--- src/rtl/riscv_pkg.sv ---
// RV32I decode vocabulary shared by the decode stage: operation classes,
// base opcodes, immediate formats and the immediate assembler.
package riscv_pkg;

  typedef enum logic [3:0] {
    OC_ILLEGAL = 4'd0,
    OC_LUI     = 4'd1,
    OC_AUIPC   = 4'd2,
    OC_JAL     = 4'd3,
    OC_JALR    = 4'd4,
    OC_BRANCH  = 4'd5,
    OC_LOAD    = 4'd6,
    OC_STORE   = 4'd7,
    OC_OPIMM   = 4'd8,
    OC_OP      = 4'd9,
    OC_FENCE   = 4'd10,
    OC_SYSTEM  = 4'd11
  } opclass_t;

  typedef enum logic [2:0] {
    FMT_NONE = 3'd0,
    FMT_I    = 3'd1,
    FMT_S    = 3'd2,
    FMT_B    = 3'd3,
    FMT_U    = 3'd4,
    FMT_J    = 3'd5
  } imm_fmt_t;

  localparam logic [6:0] OPC_LUI    = 7'b0110111;
  localparam logic [6:0] OPC_AUIPC  = 7'b0010111;
  localparam logic [6:0] OPC_JAL    = 7'b1101111;
  localparam logic [6:0] OPC_JALR   = 7'b1100111;
  localparam logic [6:0] OPC_BRANCH = 7'b1100011;
  localparam logic [6:0] OPC_LOAD   = 7'b0000011;
  localparam logic [6:0] OPC_STORE  = 7'b0100011;
  localparam logic [6:0] OPC_OPIMM  = 7'b0010011;
  localparam logic [6:0] OPC_OP     = 7'b0110011;
  localparam logic [6:0] OPC_FENCE  = 7'b0001111;
  localparam logic [6:0] OPC_SYSTEM = 7'b1110011;

  function automatic logic [31:0] imm_gen(input imm_fmt_t fmt, input logic [31:0] instr);
    logic [31:0] imm;
    case (fmt)
      FMT_I:   imm = {{20{instr[31]}}, instr[31:20]};
      FMT_S:   imm = {{20{instr[31]}}, instr[31:25], instr[11:7]};
      FMT_B:   imm = {{20{instr[31]}}, instr[7], instr[30:25], instr[11:8], 1'b0};
      FMT_U:   imm = {instr[31:12], 12'b0};
      FMT_J:   imm = {{12{instr[31]}}, instr[19:12], instr[20], instr[30:21], 1'b0};
      default: imm = 32'h0000_0000;
    endcase
    return imm;
  endfunction

endpackage

--- src/rtl/id_decode.sv ---
// Combinational RV32I field decoder: opcode -> class, immediate, rd presence.
module id_decode import riscv_pkg::*; (
  input  logic [31:0] instr,
  output opclass_t    opclass,
  output logic [31:0] imm,
  output logic        rd_valid,
  output logic        illegal
);

  imm_fmt_t fmt;
  logic     unused_funct3_s;

  // Classify the opcode; anything unrecognised (including [1:0]!=2'b11) is illegal.
  always_comb begin
    opclass  = OC_ILLEGAL;
    fmt      = FMT_NONE;
    rd_valid = 1'b0;
    illegal  = 1'b0;
    case (instr[6:0])
      OPC_LUI:    begin opclass = OC_LUI;    fmt = FMT_U; rd_valid = 1'b1; end
      OPC_AUIPC:  begin opclass = OC_AUIPC;  fmt = FMT_U; rd_valid = 1'b1; end
      OPC_JAL:    begin opclass = OC_JAL;    fmt = FMT_J; rd_valid = 1'b1; end
      OPC_JALR:   begin opclass = OC_JALR;   fmt = FMT_I; rd_valid = 1'b1; end
      OPC_BRANCH: begin opclass = OC_BRANCH; fmt = FMT_B; end
      OPC_LOAD:   begin opclass = OC_LOAD;   fmt = FMT_I; rd_valid = 1'b1; end
      OPC_STORE:  begin opclass = OC_STORE;  fmt = FMT_S; end
      OPC_OPIMM:  begin opclass = OC_OPIMM;  fmt = FMT_I; rd_valid = 1'b1; end
      OPC_OP:     begin opclass = OC_OP;     rd_valid = 1'b1; end
      OPC_FENCE:  begin opclass = OC_FENCE; end
      OPC_SYSTEM: begin opclass = OC_SYSTEM; rd_valid = 1'b1; end
      default:    begin illegal = 1'b1; end
    endcase
  end

  assign imm = imm_gen(fmt, instr);
  assign unused_funct3_s = ^instr[14:12];

endmodule

--- src/rtl/id_stage.sv ---
// Decode stage between fetch and execute: drives register file reads, aligns decoded
// fields with the 1-cycle registered read data, and bypasses same-cycle writebacks.
module id_stage import riscv_pkg::*; #(
  parameter int W       = 32,
  parameter int XLEN_PC = 32
) (
  input  logic               clk,
  input  logic               nrst,
  input  logic               if_valid,
  output logic               if_ready,
  input  logic [31:0]        if_instr,
  input  logic [XLEN_PC-1:0] if_pc,
  input  logic               flush,
  output logic [4:0]         rf_radd1,
  output logic [4:0]         rf_radd2,
  input  logic [W-1:0]       rf_rs1,
  input  logic [W-1:0]       rf_rs2,
  input  logic               wb_wen,
  input  logic [4:0]         wb_wadd,
  input  logic [W-1:0]       wb_wdata,
  output logic               id_valid,
  input  logic               id_ready,
  output logic [XLEN_PC-1:0] id_pc,
  output logic [W-1:0]       id_op_a,
  output logic [W-1:0]       id_op_b,
  output logic [W-1:0]       id_imm,
  output logic [4:0]         id_rd,
  output opclass_t           id_opclass,
  output logic [2:0]         id_funct3,
  output logic               id_funct7b5,
  output logic               id_illegal
);

  opclass_t           dec_opclass_s;
  logic [31:0]        dec_imm_s;
  logic               dec_rd_valid_s, dec_illegal_s, load_s, unused_instr_s;
  logic               valid_d, valid_q, illegal_d, illegal_q;
  logic               hit1_d, hit1_q, hit2_d, hit2_q;
  logic [31:0]        instr_d, instr_q;
  logic [XLEN_PC-1:0] pc_d, pc_q;
  logic [W-1:0]       imm_d, imm_q, bdata1_d, bdata1_q, bdata2_d, bdata2_q;
  logic [4:0]         rd_d, rd_q;
  opclass_t           opclass_d, opclass_q;

  id_decode u_decode (
    .instr    (if_instr),
    .opclass  (dec_opclass_s),
    .imm      (dec_imm_s),
    .rd_valid (dec_rd_valid_s),
    .illegal  (dec_illegal_s)
  );

  assign if_ready = !valid_q || id_ready;
  assign load_s   = if_valid && if_ready;
  // While stalled the held sources are re-read so operands stay current.
  assign rf_radd1 = load_s ? if_instr[19:15] : instr_q[19:15];
  assign rf_radd2 = load_s ? if_instr[24:20] : instr_q[24:20];

  // Next-state: flush beats load beats drain; bypass tracks writebacks every cycle.
  always_comb begin
    valid_d   = valid_q;
    instr_d   = instr_q;
    pc_d      = pc_q;
    imm_d     = imm_q;
    rd_d      = rd_q;
    opclass_d = opclass_q;
    illegal_d = illegal_q;
    if (flush) begin
      valid_d = 1'b0;
    end else if (load_s) begin
      valid_d   = 1'b1;
      instr_d   = if_instr;
      pc_d      = if_pc;
      imm_d     = W'($signed(dec_imm_s));
      rd_d      = dec_rd_valid_s ? if_instr[11:7] : 5'd0;
      opclass_d = dec_opclass_s;
      illegal_d = dec_illegal_s;
    end else if (id_ready) begin
      valid_d = 1'b0;
    end else begin
      valid_d = valid_q;
    end
    hit1_d   = wb_wen && (wb_wadd != 5'd0) && (wb_wadd == rf_radd1);
    hit2_d   = wb_wen && (wb_wadd != 5'd0) && (wb_wadd == rf_radd2);
    bdata1_d = wb_wdata;
    bdata2_d = wb_wdata;
  end

  // Stage and bypass registers.
  always_ff @(posedge clk or negedge nrst) begin
    if (!nrst) begin
      valid_q   <= 1'b0;
      instr_q   <= 32'h0000_0000;
      pc_q      <= '0;
      imm_q     <= '0;
      rd_q      <= 5'd0;
      opclass_q <= OC_ILLEGAL;
      illegal_q <= 1'b0;
      hit1_q    <= 1'b0;
      hit2_q    <= 1'b0;
      bdata1_q  <= '0;
      bdata2_q  <= '0;
    end else begin
      valid_q   <= valid_d;
      instr_q   <= instr_d;
      pc_q      <= pc_d;
      imm_q     <= imm_d;
      rd_q      <= rd_d;
      opclass_q <= opclass_d;
      illegal_q <= illegal_d;
      hit1_q    <= hit1_d;
      hit2_q    <= hit2_d;
      bdata1_q  <= bdata1_d;
      bdata2_q  <= bdata2_d;
    end
  end

  assign id_valid    = valid_q;
  assign id_pc       = pc_q;
  assign id_op_a     = hit1_q ? bdata1_q : rf_rs1;
  assign id_op_b     = hit2_q ? bdata2_q : rf_rs2;
  assign id_imm      = imm_q;
  assign id_rd       = rd_q;
  assign id_opclass  = opclass_q;
  assign id_funct3   = instr_q[14:12];
  assign id_funct7b5 = instr_q[30];
  assign id_illegal  = illegal_q;
  assign unused_instr_s = ^{instr_q[31], instr_q[29:25], instr_q[11:0]};

endmodule

--- config.mk ---
export PLATFORM = sky130hd
export DESIGN_NAME = id_stage
export DESIGN_NICKNAME = d
export VERILOG_FILES = /design/src/rtl/riscv_pkg.sv /design/src/rtl/id_decode.sv /design/src/rtl/id_stage.sv
export SDC_FILE = /design/constraint.sdc
export NUM_CORES = 1
export LEC_CHECK = 0
export CORE_AREA = 10 10 116 118
export CTS_CLUSTER_SIZE = 10
export DETAILED_ROUTE_END_ITERATION = 12
export DIE_AREA = 0 0 126 128
export DONT_BUFFER_PORTS = 1
export GPL_ROUTABILITY_DRIVEN = 0
export GPL_TIMING_DRIVEN = 1
export PLACE_DENSITY = 0.71
export REMOVE_ABC_BUFFERS = 1
export SETUP_SLACK_MARGIN = 0.15
export SYNTH_ARGS = -nofsm -noshare
export SYNTH_HDL_FRONTEND = slang
export SYNTH_SLANG_ARGS = --single-unit
--- constraint.sdc ---
create_clock -name clk -period 3.4 [get_ports clk]
set_input_delay 0.68 -clock clk [delete_from_list [all_inputs] [get_ports clk]]
set_output_delay 0.68 -clock clk [all_outputs]
set_load 0.05 [all_outputs]
==> impl_metrics.py <==
metrics = {
    "run": {
        "maxCapViolations": 0,
    },
    "floorplanning": {
        "core_area_um2": 11220,
        "initial_core_util_pct": 52.36,
        "die_y_um": 128,
        "die_area_um2": 16130,
        "fp.dieW_um": 126,
        "row_count": 39,
        "pin_count": 325,
    },
    "timing": {
        "timing.final.max_slew_violations": 0,
        "worstMarginPinSlew_ns": 0.6423,
        "period_minus_slack_ns": 2.506,
        "rsz0062_at_grt": "no",
        "setup_viol": 0,
        "period_share_pct": 73.70,
        "fmax_ghz": 0.3991,
        "hold-worst-slack_ns": -0.03205,
        "hold_viol": 90,
        "slew_headroom_pct": 57.18,
        "fin_worst_skew_ns": 0.006831,
    },
    "cells_and_area": {
        "layout_commonest_cell": "nand2_1",
        "layout_common_cells": "nand2_1, dfrtp_1, mux2_2",
        "final_layout_size_suffix_gt1_share_pct": 24.91,
        "instances_no_fill": 708,
        "seq_area_um2": 3078,
        "area_growth_pct": 10.90,
        "multi_input_area_um2": 2565,
        "utilization_pct": 58.07,
        "final_area_um2": 6518,
        "finalNetCount": 721,
        "fillerInstances": 966,
    },
    "global_routing": {
        "track_usage_pct": 22.70,
        "antenna_found_initial": 6,
        "gr-total-overflow": 0,
        "grt_pass1_vias": 4320,
        "grt_pass1_wl_um": 28060,
        "grt_max_degree": 124,
    },
    "synth": {
        "synth_compound_area_share_pct": 11.16,
        "synth-simple-area-share_pct": 16.71,
        "synth_edf_count": 0,
        "synth_top_family_by_area": "simple AND/OR/NAND/NOR gates",
        "yosysSeqAreaShare_pct": 52.37,
        "synth_top_area_share_pct": 52.37,
        "muxShareOfSynthArea_pct": 14.31,
        "syn-mean-instance-area_um2": 10.57,
        "synth_top_area_cell": "dfrtp_1",
        "ys_top_cells_by_area": "dfrtp_1, mux2_2, nand2_1",
        "synth_area_um2": 5877,
        "synth_adder_area_share_pct": 0,
        "synth_xor_area_share_pct": 1.341,
        "synth.distinct_cells": 56,
        "yosysWarnings": 0,
        "netlist_instances": 556,
        "async_reset_ff_share_pct": 100.0,
        "synthFlopType": "dfrtp_1",
        "synth-seq-cells": 123,
    },
    "route": {
        "drtIter0Drc": 246,
        "viasPerCell": 5.922,
        "routed-via-count": 4193,
        "wire_per_inst_um": 27.32,
        "wirelength_um": 19350,
        "drc": 0,
        "first_pass_iters": 5,
        "ant_nets": 0,
    },
    "placed_design": {
        "detailed_place_hpwl_um": 15050,
        "place_area_um2": 5953,
        "port_buffers": 0,
        "place_inst": 674,
    },
    "setup_path": {
        "cp_top_family": "multiplexers",
        "required_ns": 2.72,
        "critPathBufInv": 0,
        "crit_fanout": 15,
        "reg2reg_setup_slack_ns": 1.14,
        "end_kind": "primary output",
        "path_cells": "nand2b_4 > nand2_2 > mux2_2",
        "cp_slowest_cell": "mux2_2",
        "critical_path_class": "reg2out",
        "critical-path-max-stage-delay_ns": 0.53,
        "crit_arrival_ns": 1.83,
        "cp-start-kind": "flip-flop",
    },
    "clock_network": {
        "path_clk_slew_ns": 0.05,
        "clockBufferDepth": 2,
        "postCtsSetupRepairBufs": 0,
        "cts_root_buf": "clkbuf_16",
        "cts.sinks": 123,
        "cts_tree": "built",
        "cts_resized": 0,
        "cts-htree-levels": 4,
        "numCtsBuffers": 17,
        "clock_latency_ns": 0.41,
    },
    "outcome": {
        "status": "finished, violations left",
        "violations": "negative hold slack",
    },
    "power": {
        "power_density_nw_per_um2": 670.0,
        "power.leakage_uw": 0.002936,
        "power_uw": 4366,
        "ir_worst_vdd_mv": 0.3226,
    },
    "hold_path": {
        "hold_class": "in2async",
    },
}
-- metal layers --
layer / track usage [%] / wire length [µm] / up-vias
met5: 0 / 26 / -
met4: 5.961 / 159 / 4
met3: 12.90 / 2226 / 22
met2: 39.36 / 10290 / 211
met1: 23.06 / 6647 / 2070
li1: - / - / 1886
-- Yosys cell counts, types with 3 or more instances --
cell type and n:
a211oi_1 10, a211oi_2 10, a21oi_1 8, a22o_1 22, buf_1 9, buf_2 7, buf_4 4, buf_6 5
clkbuf_1 12, dfrtp_1 123, inv_1 11, mux2_2 72, mux2i_1 3, nand2_1 163, nand3_1 3, nor2_1 27
nor2b_1 3, o21ai_0 8, or2_2 3, xor2_1 7
-- where the power goes --
group / switching, µW / total, µW / internal (µW)
Clock: 605 / 1680 / 1070
Combinational: 437 / 606 / 169
Sequential: 486 / 2080 / 1600
Total: 1530 / 4370 / 2840
-- area by class of cell --
class / instances / share of cell area [%]
antenna: 3 / 0.1152
clock buffer: 24 / 7.545
clock inverter: 7 / 0.9983
inverter: 11 / 0.6335
multi-input combinational: 385 / 39.35
sequential: 123 / 47.23
tap: 143 / 2.745
timing repair buffer: 12 / 1.382
-- metrics by stage --
stage                     worst slack, ns  TNS (ns)
final                              0.8943         0
after global routing               0.7935         0
after CTS                          0.8778         0
after detailed placement           0.8068         0
after global placement             0.8744         0
after floorplan                   -0.8487    -26.69
-- worst paths after layout --
path                                    startpoint                         to  cells after the start
hold reg to reg            instr_q[15]$_DFFE_PN0P_    instr_q[15]$_DFFE_PN0P_                      2
max in group asynchronous                     nrst       id_valid$_DFFE_PN0P_                      0
min in group clk                       wb_wdata[6]      bdata2_q[6]$_DFF_PN0_                      0
setup reg to reg              id_valid$_DFFE_PN0P_  id_opclass[2]$_DFFE_PN0P_                      5
setup / recovery              id_valid$_DFFE_PN0P_                rf_radd2[3]                      3
hold / removal                                nrst      bdata2_q[5]$_DFF_PN0_                      0
-- state kept, by name, indices dropped and copies added (netlist names) --
signal / count
id_rd: 5
id_imm: 32
id_pc: 32
bdata2_q: 32
hit1_q: 1
instr_q: 14
hit2_q: 1
id_illegal: 1
id_valid: 1
id_opclass: 4
-- cells by family after synthesis --
family / after synthesis
multiplexers: 75
buffers and inverters: 48
AO/OA/AOI/OAI: 79
flip-flops: 123
XOR/XNOR: 9
AND/OR/NAND/NOR: 222
No activity file was read; power rests on OpenSTA's default activity.
